### config.mk
export PLATFORM = sky130hd
export DESIGN_NAME = chacha_keystream_xor
export DESIGN_NICKNAME = d
export VERILOG_FILES = /design/src/rtl/chacha_keystream_xor.sv
export SDC_FILE = /design/constraint.sdc
export NUM_CORES = 1
export LEC_CHECK = 0
export BUFFER_PORTS_ARGS = -buffer_cell sky130_fd_sc_hd__buf_2
export CAP_MARGIN = 40
export CORE_UTILIZATION = 30
export DETAILED_ROUTE_END_ITERATION = 10
export GPL_TIMING_DRIVEN = 0
export SYNTH_ARGS = -nofsm -noshare
export SYNTH_HDL_FRONTEND = slang
export SYNTH_SLANG_ARGS = --single-unit
### constraint.sdc
create_clock -name clk_i -period 2.06 [get_ports clk_i]
set_input_delay 0.103 -clock clk_i [delete_from_list [all_inputs] [get_ports clk_i]]
set_output_delay 0.103 -clock clk_i [all_outputs]
set_load 0.01 [all_outputs]
### src/rtl/chacha_keystream_xor.sv
// Keystream consumer for the ChaCha20 block core: fetches one 512-bit block on demand
// and XORs it word-by-word into a valid/ready message stream.
module chacha_keystream_xor #(
    parameter int WORDS = 16,
    parameter int CNT_W = 32
) (
    input  logic                  clk_i,
    input  logic                  rst_ni,
    output logic                  blk_start_o,
    input  logic                  blk_ready_i,
    input  logic                  blk_done_i,
    input  logic [32*WORDS-1:0]   blk_keystream_i,
    input  logic                  msg_valid_i,
    output logic                  msg_ready_o,
    input  logic [31:0]           msg_data_i,
    input  logic [3:0]            msg_keep_i,
    input  logic                  msg_last_i,
    output logic                  out_valid_o,
    input  logic                  out_ready_i,
    output logic [31:0]           out_data_o,
    output logic [3:0]            out_keep_o,
    output logic                  out_last_o,
    output logic [CNT_W-1:0]      blk_cnt_o
);

    localparam int IDX_W = $clog2(WORDS);
    localparam logic [IDX_W-1:0] LAST_IDX = IDX_W'(WORDS - 1);

    typedef enum logic [1:0] {
        ST_IDLE,
        ST_REQ,
        ST_WAIT,
        ST_STREAM
    } state_t;

    state_t              state_q, state_d;
    logic [IDX_W-1:0]    idx_q, idx_d;
    logic [32*WORDS-1:0] ks_q;
    logic [CNT_W-1:0]    cnt_q;
    logic                accept;
    logic                capture;
    logic [31:0]         ks_word;
    logic [31:0]         xor_data;

    // Input is only taken while streaming and the output register can make room this cycle.
    assign msg_ready_o = (state_q == ST_STREAM) && (!out_valid_o || out_ready_i);
    assign accept      = msg_valid_i && msg_ready_o;
    assign capture     = (state_q == ST_WAIT) && blk_done_i;
    assign ks_word     = ks_q[32*idx_q +: 32];
    assign blk_cnt_o   = cnt_q;

    always_comb begin
        // NOTE: every combinational output gets a default first so no path infers a latch.
        xor_data = '0;
        for (int j = 0; j < 4; j++) begin
            if (msg_keep_i[j]) begin
                xor_data[8*j +: 8] = msg_data_i[8*j +: 8] ^ ks_word[8*j +: 8];
            end
        end
    end

    always_comb begin
        state_d     = state_q;
        idx_d       = idx_q;
        blk_start_o = 1'b0;
        unique case (state_q)
            ST_IDLE: begin
                if (msg_valid_i) begin
                    state_d = ST_REQ;
                end
            end
            ST_REQ: begin
                blk_start_o = blk_ready_i;
                if (blk_ready_i) begin
                    state_d = ST_WAIT;
                end
            end
            ST_WAIT: begin
                if (blk_done_i) begin
                    idx_d   = '0;
                    state_d = ST_STREAM;
                end
            end
            ST_STREAM: begin
                if (accept) begin
                    // Leftover keystream is dropped at message end so each message starts on a fresh block.
                    if (idx_q == LAST_IDX || msg_last_i) begin
                        idx_d   = '0;
                        state_d = ST_IDLE;
                    end else begin
                        idx_d = idx_q + 1'b1;
                    end
                end
            end
            default: begin
                state_d = ST_IDLE;
            end
        endcase
    end

    // NOTE: sequential state is written with non-blocking assignments only.
    always_ff @(posedge clk_i or negedge rst_ni) begin
        if (!rst_ni) begin
            state_q <= ST_IDLE;
            idx_q   <= '0;
            cnt_q   <= '0;
        end else begin
            state_q <= state_d;
            idx_q   <= idx_d;
            if (state_q == ST_REQ && blk_ready_i) begin
                cnt_q <= cnt_q + 1'b1;
            end
        end
    end

    // NOTE: the keystream buffer is reset so no stale key material survives a reset.
    always_ff @(posedge clk_i or negedge rst_ni) begin
        if (!rst_ni) begin
            ks_q <= '0;
        end else if (capture) begin
            ks_q <= blk_keystream_i;
        end
    end

    always_ff @(posedge clk_i or negedge rst_ni) begin
        if (!rst_ni) begin
            out_valid_o <= 1'b0;
            out_data_o  <= '0;
            out_keep_o  <= '0;
            out_last_o  <= 1'b0;
        end else if (accept) begin
            out_valid_o <= 1'b1;
            out_data_o  <= xor_data;
            out_keep_o  <= msg_keep_i;
            out_last_o  <= msg_last_i;
        end else if (out_ready_i) begin
            out_valid_o <= 1'b0;
        end
    end

endmodule

==> impl_metrics.tcl, run 1 <==
set metrics [dict create \
    status "finished with violations" \
    violations "negative setup slack" \
    clockPowerShare_pct 23.3 \
    layout.nets 3555 \
    relSlewSlack_pct 39.6 \
    syn_avg_cell_area_um2 16.0 \
    clk_pin_slew_worst_paths_ns 0.06 \
    grt.total_usage_pct 23.9 \
    async_reset_ff_share_pct 100 \
    finalClockSkew_ns 0.0198 \
    power_frac_seq_pct 36.7 \
    required_ns 2.56 \
    drt-vias-per-instance 4.96 \
    tightest_slew_ns 0.906 \
    numCtsBuffers 73 \
    synthDistinctLibCells 39 \
    initial_core_util_pct 30.5 \
    area_delta_synth_final_pct 55.4 \
    numPortBuffers 626 \
    synth_top_family_by_area "multiplexers" \
    place_congestion 0.848 \
    period_minus_slack_ns 2.47 \
    seq_area_frac_synth_pct 55.3 \
    cts_tree "yes" \
    grt_pass1_vias 23600 \
    rsz0062_at_grt "yes" \
    synth_area_leaders "dfrtp_1 (55%), mux2_2 (25%), mux4_2 (11%)" \
    netlist_instances 1665 \
    fp.dieH_um 300 \
    crit_fanout 5 \
    final_area_mm2 0.0413 \
    synth_top_cell_by_area "dfrtp_1" \
    num_rows 108 \
    grt_pass1_wl_mm 157 \
    power_density_mw_per_mm2 1340 \
    synth_xor_area_share_pct 1.02 \
    ys_ff_latch 588 \
    drt-pass1-iter-count 5 \
    fin_crit_sh_pct 120 \
    placed_cell_area_mm2 0.0319 \
    synth_fa_ha_area_share_pct 0.282 \
    wl_per_cell_um 25.7 \
    insertion_delay_ns 0.62 \
    setup_slack_ns -0.413 \
    p_int_uw 37900 \
    cp-end-kind "register" \
    htree_levels 3 \
    hold_class "input pin to register" \
    ioPinCount 627 \
    die_x_um 300 \
    criticalPathCategory "register to register" \
    total_switching_power_uw 17600 \
    synth.top_cell.area_share_pct 55.3 \
    max-clock-path-buffers 3 \
    cts_root_buf "clkbuf_16" \
    finalHoldViolCount 0 \
    drive_gt1_share_pct 53.9 \
    synth_mux_area_share_pct 35.6 \
    grt_max_degree 120 \
    totalWireLength_mm 108 \
    final_antenna_net_count 0 \
    synth_edf_count 0 \
    drt_iter0_drc 1213 \
    drv_slew 0 \
    synth_nets 2226 \
    leakagePower_uw 0.0181 \
    drc 0 \
    post-route-util_pct 47.4 \
    antenna_found_initial 19 \
    fill_cells 7565 \
    synth_simple_gate_area_share_pct 2.23 \
    syn_area_mm2 0.0266 \
    sw_frac_of_total_pct 31.7 \
    power_frac_comb_pct 40.0 \
    ys_dominant_reg_cell "dfrtp_1" \
    vias 20900 \
    dp_hpwl_mm 78.6 \
    yosysWarnings 0 \
    cts_num_sinks 588 \
    core_mm2 0.0873 \
    fmax_ghz 0.404 \
    grt_remaining_overflow 0 \
    setup_viol 32 \
    dieArea_mm2 0.0899 \
    ir_worst_vdd_mv 0.796 \
    worst_ep_arrival_time_ns 2.98 \
    synth_compound_area_share_pct 3.58 \
    r2r_slack_ns -0.41 \
    crit_path_start_kind "register" \
    maxCapViolCount 0 \
]
layer usage:
metal,global-route usage [%],vias up,part of all wire [%]
met2,41.4,740,50
met5,0,-,0.012
met3,4.82,181,5.3
li1,-,9058,-
met4,6.95,2,2.5
met1,30.0,10900,42
through the flow:
stage                     hold WS [ns]  setup WS (ns)  setup TNS, ns  power, uW  cells
after floorplan                 -0.193        -0.0572          -1.82      31900   1665
after global routing            0.0174         -0.492         -14.04      58200   4215
final                           0.0405         -0.413         -11.43      55500   4216
after CTS                      0.00486         -0.470         -12.67      55300   4191
after global placement           0.333         -11.27       -7106.96      38400   3446
after detailed placement        0.0497          -1.09        -399.23      39700   3482
power groups by stage:
stage / clock, uW / combinational (uW) / sequential, uW
CTS: 13200 / 21900 / 20200
global route: 13700 / 23500 / 20900
detailed placement: 0 / 19300 / 20400
floorplan: 0 / 12600 / 19300
finish: 12900 / 22200 / 20400
global placement: 0 / 18400 / 20000
cell families (layout without fill, tap and decap cells):
logic type      count (synthesis)  after routing
compound gates                107            107
other cells                     0             16
simple gates                   99             99
mux                           712            712
buf+inv                       122           1502
flops                         588            588
fa+ha+maj                       6              6
xor+xnor                       31             31
area by class of cell:
cell class	instances	area, um2	area share [%]
Timing Repair Buffer	1259	9900	23.9
Clock buffer	105	2150	5.20
Antenna cell	16	40.0	0.0969
Inverter	7	26.3	0.0636
Buffer	110	1160	2.81
Sequential cell	588	14700	35.6
Tap cell	1155	1450	3.50
Multi-Input combinational cell	955	11700	28.2
Clock inverter	21	233	0.563
sequential cells by signal, indices dropped and copies added, names as in the netlist:
name and cells:
out_data_o 32, state_q 2, blk_cnt_o 32, ks_q 512, out_keep_o 4, out_last_o 1, idx_q 4, out_valid_o 1
critical path: stages, from the launching register on:
cell and delay [ns]:
dfrtp_1 0.39, buf_8 0.16, buf_16 0.14, buf_12 0.14
buf_12 0.14, mux4_2 0.54, mux2_4 0.33, a221o_1 0.31
a22o_1 0.20
final timing paths:
path | endpoint | cells after the start | startpoint
setup / recovery | out_data_o[16] | 8 | idx_q[0]
hold / removal | idx_q[1] | 4 | blk_done_i
setup reg to reg | out_data_o[16] | 8 | idx_q[0]
hold reg to reg | blk_cnt_o[31] | 1 | blk_cnt_o[31]
max in group asynchronous | ks_q[497] | 5 | rst_ni
min in group asynchronous | ks_q[127] | 3 | rst_ni
cells in the final DEF, fill, tap and decap left out, types with 4 or more instances in the layout:
cell           count
a221o_1           32
a22o_1            32
and2_1             8
and3_1             5
and4_1            11
buf_1             10
buf_12            19
buf_16            18
buf_2            631
buf_4             34
buf_6             25
buf_8             23
bufinv_16          4
clkbuf_1          25
clkbuf_16         83
clkbuf_2           8
clkbuf_4          19
clkbuf_8          28
clkinv_2          11
dfrtp_1          586
diode_2           16
dlygate4sd3_1    551
inv_1              6
mux2_2           533
mux2_4            50
mux4_2           128
nand2_1           13
nand3_1           10
nand4_1           23
nor2_1             6
nor2b_1            4
o221ai_1          32
xnor2_1           27
xor2_1             4
cells in the mapped netlist, drive strengths merged (2+ instances only):
library cell / instances
o21ai: 2
nand4: 23
nor2: 6
clkbuf: 80
and3: 6
nor2b: 6
xor2: 4
nand3: 11
nand2: 14
or2: 2
a22o: 32
buf: 35
and2: 8
xnor2: 27
o31ai: 3
mux4: 128
ha: 6
a221o: 32
nor4: 3
a21oi: 2
o221ai: 32
and4: 11
dfrtp: 588
mux2: 583
inv: 7
nor3: 3
nand2b: 3
what timing repair did:
item	CTS	global route
gates cloned	9	6
hold endpoints to repair	793	0
resized for setup	230	88
pin swaps	14	9
endpoints found under the setup margin	557	143
hold buffers	552	0
buffers inserted	26	7
Note: power is estimated with default switching activity, not from simulation.
==> inputs of run 2 (changes only) <==
--- a/config.mk
+++ b/config.mk
@@ -10,6 +10,7 @@
 export CORE_UTILIZATION = 30
 export DETAILED_ROUTE_END_ITERATION = 10
 export GPL_TIMING_DRIVEN = 0
+export SKIP_CTS_REPAIR_TIMING = 1
 export SYNTH_ARGS = -nofsm -noshare
 export SYNTH_HDL_FRONTEND = slang
 export SYNTH_SLANG_ARGS = --single-unit
==> run 2 against run 1 <==
The run still ends with negative setup slack left; clock-buffer cell count is the same; worst setup slack got worse by 0.053 ns; register-to-register slack got worse by 0.05 ns; die area stayed put; global-route usage is 1.8 points lower; critical path depth down 1; non-clock buffer count is 7 lower; cell count is 0.24% lower; critical endpoint is now out_data_o[17].
==> impl_metrics.tcl, run 2 (synthesized netlist as in run 1, its figures left out) <==
set metrics [dict create \
    setup_slack_ns -0.466 \
    worstHoldStart "blk_done_i" \
    grt_remaining_overflow 0 \
    relSlewSlack_pct 39.7 \
    tightest_slew_ns 0.905 \
    finalHoldViolCount 0 \
    criticalPathCategory "register to register" \
    max-clock-path-buffers 3 \
    violations "negative setup slack" \
    htree_levels 3 \
    top_register "ks_q" \
    drt-vias-per-instance 4.95 \
    largest_reg_flops 512 \
    initial_core_util_pct 30.5 \
    finalClockSkew_ns 0.0157 \
    grt_max_degree 120 \
    setup_viol 125 \
    area_delta_synth_final_pct 54.3 \
    worst_ep_arrival_time_ns 3.03 \
    grt_pass1_wl_mm 143 \
    final_common_cell "buf_2" \
    status "finished with violations" \
    fmax_ghz 0.396 \
    crit_start "idx_q[0]" \
    die_x_um 300 \
    grt_pass1_vias 20200 \
    period_minus_slack_ns 2.53 \
    final_antenna_net_count 0 \
    drv_slew 0 \
    dieArea_mm2 0.0899 \
    numPortBuffers 626 \
    layout.nets 3548 \
    cts_root_buf "clkbuf_16" \
    vias 20800 \
    cts_num_sinks 588 \
    num_rows 108 \
    layout_common_cells "buf_2 (628), dfrtp_1 (587), dlygate4sd3_1 (551)" \
    rsz0062_at_grt "yes" \
    core_mm2 0.0873 \
    drive_gt1_share_pct 53.7 \
    totalWireLength_mm 108 \
    post-place-ws_ns -1.09 \
    dp_hpwl_mm 78.6 \
    r2r-start "idx_q[0]" \
    crit_fanout 8 \
    drc 0 \
    insertion_delay_ns 0.62 \
    drt_iter0_drc 1289 \
    hold_class "input pin to register" \
    place_congestion 0.848 \
    antenna_found_initial 14 \
    fp.dieH_um 300 \
    numCtsBuffers 73 \
    ioPinCount 627 \
    cts_tree "yes" \
    wl_per_cell_um 25.6 \
    drt-pass1-iter-count 5 \
    power_density_mw_per_mm2 1340 \
    post-route-util_pct 47.0 \
    required_ns 2.57 \
    leakagePower_uw 0.0180 \
    ir_worst_vdd_mv 0.794 \
    fin_crit_sh_pct 123 \
    clk_pin_slew_worst_paths_ns 0.06 \
    cp-end-kind "register" \
    crit_path_start_kind "register" \
    maxCapViolCount 0 \
    grt.total_usage_pct 22.1 \
]
==> run 2: changes by cell type in the layout (fill, tap and decap cells not counted), sizes merged <==
cell    delta
clkbuf    -10
buf        +3
diode      -3
==> run 2: per-stage QoR <==
stage	hold slack, ns	cells	TNS (ns)	cell area (um2)	power, uW
floorplan	-0.193	1665	-1.82	26700	31900
global placement	0.333	3446	-7106.96	31300	38400
detailed placement	0.0497	3482	-399.23	31900	39700
CTS	-0.624	3608	-408.93	34200	52800
global route	0.0443	4201	-56.83	41000	57600
finish	0.0738	4206	-20.48	41000	54800
==> run 2: area by class of cell <==
type | count | area [um2]
well taps | 1155 | 1450
plain buffers | 111 | 1090
fillers | 7627 | 46300
flip-flops and latches | 588 | 14700
clock inverters | 21 | 233
multi-input cells | 955 | 11600
inverters | 7 | 26.3
diodes | 13 | 32.5
repair buffers | 1251 | 9760
clock buffers | 105 | 2150
==> run 2: report_power, final <==
group | switching [uW] | internal, uW | leakage [uW]
sequential | 3100 | 17200 | 0.00697
combinational | 9130 | 12400 | 0.00982
clock | 5180 | 7740 | 0.00118
==> run 2: path summary, 6_finish.rpt <==
kind                                   to  slack [ns]  depth (start not counted)
setup / recovery           out_data_o[17]       -0.47                          7
hold / removal                   idx_q[1]        0.07                          4
setup reg to reg           out_data_o[17]       -0.47                          7
hold reg to reg             blk_cnt_o[31]        0.48                          1
max in group asynchronous       ks_q[394]       -0.13                          8
min in group asynchronous        ks_q[33]        0.66                          6
==> run 2: critical path, cell delays in order, from the launching register on <==
cell and delay, ns:
dfrtp_1 0.40, buf_12 0.16, buf_16 0.17, buf_16 0.17, mux4_2 0.59, mux2_4 0.36
a221o_1 0.33, a22o_1 0.19
==> run 2: metal layers <==
metal	track usage (%)	routed length, um
met5	0	23
met4	5.47	2800
met3	5.99	5930
met2	37.9	54300
met1	27.6	44900
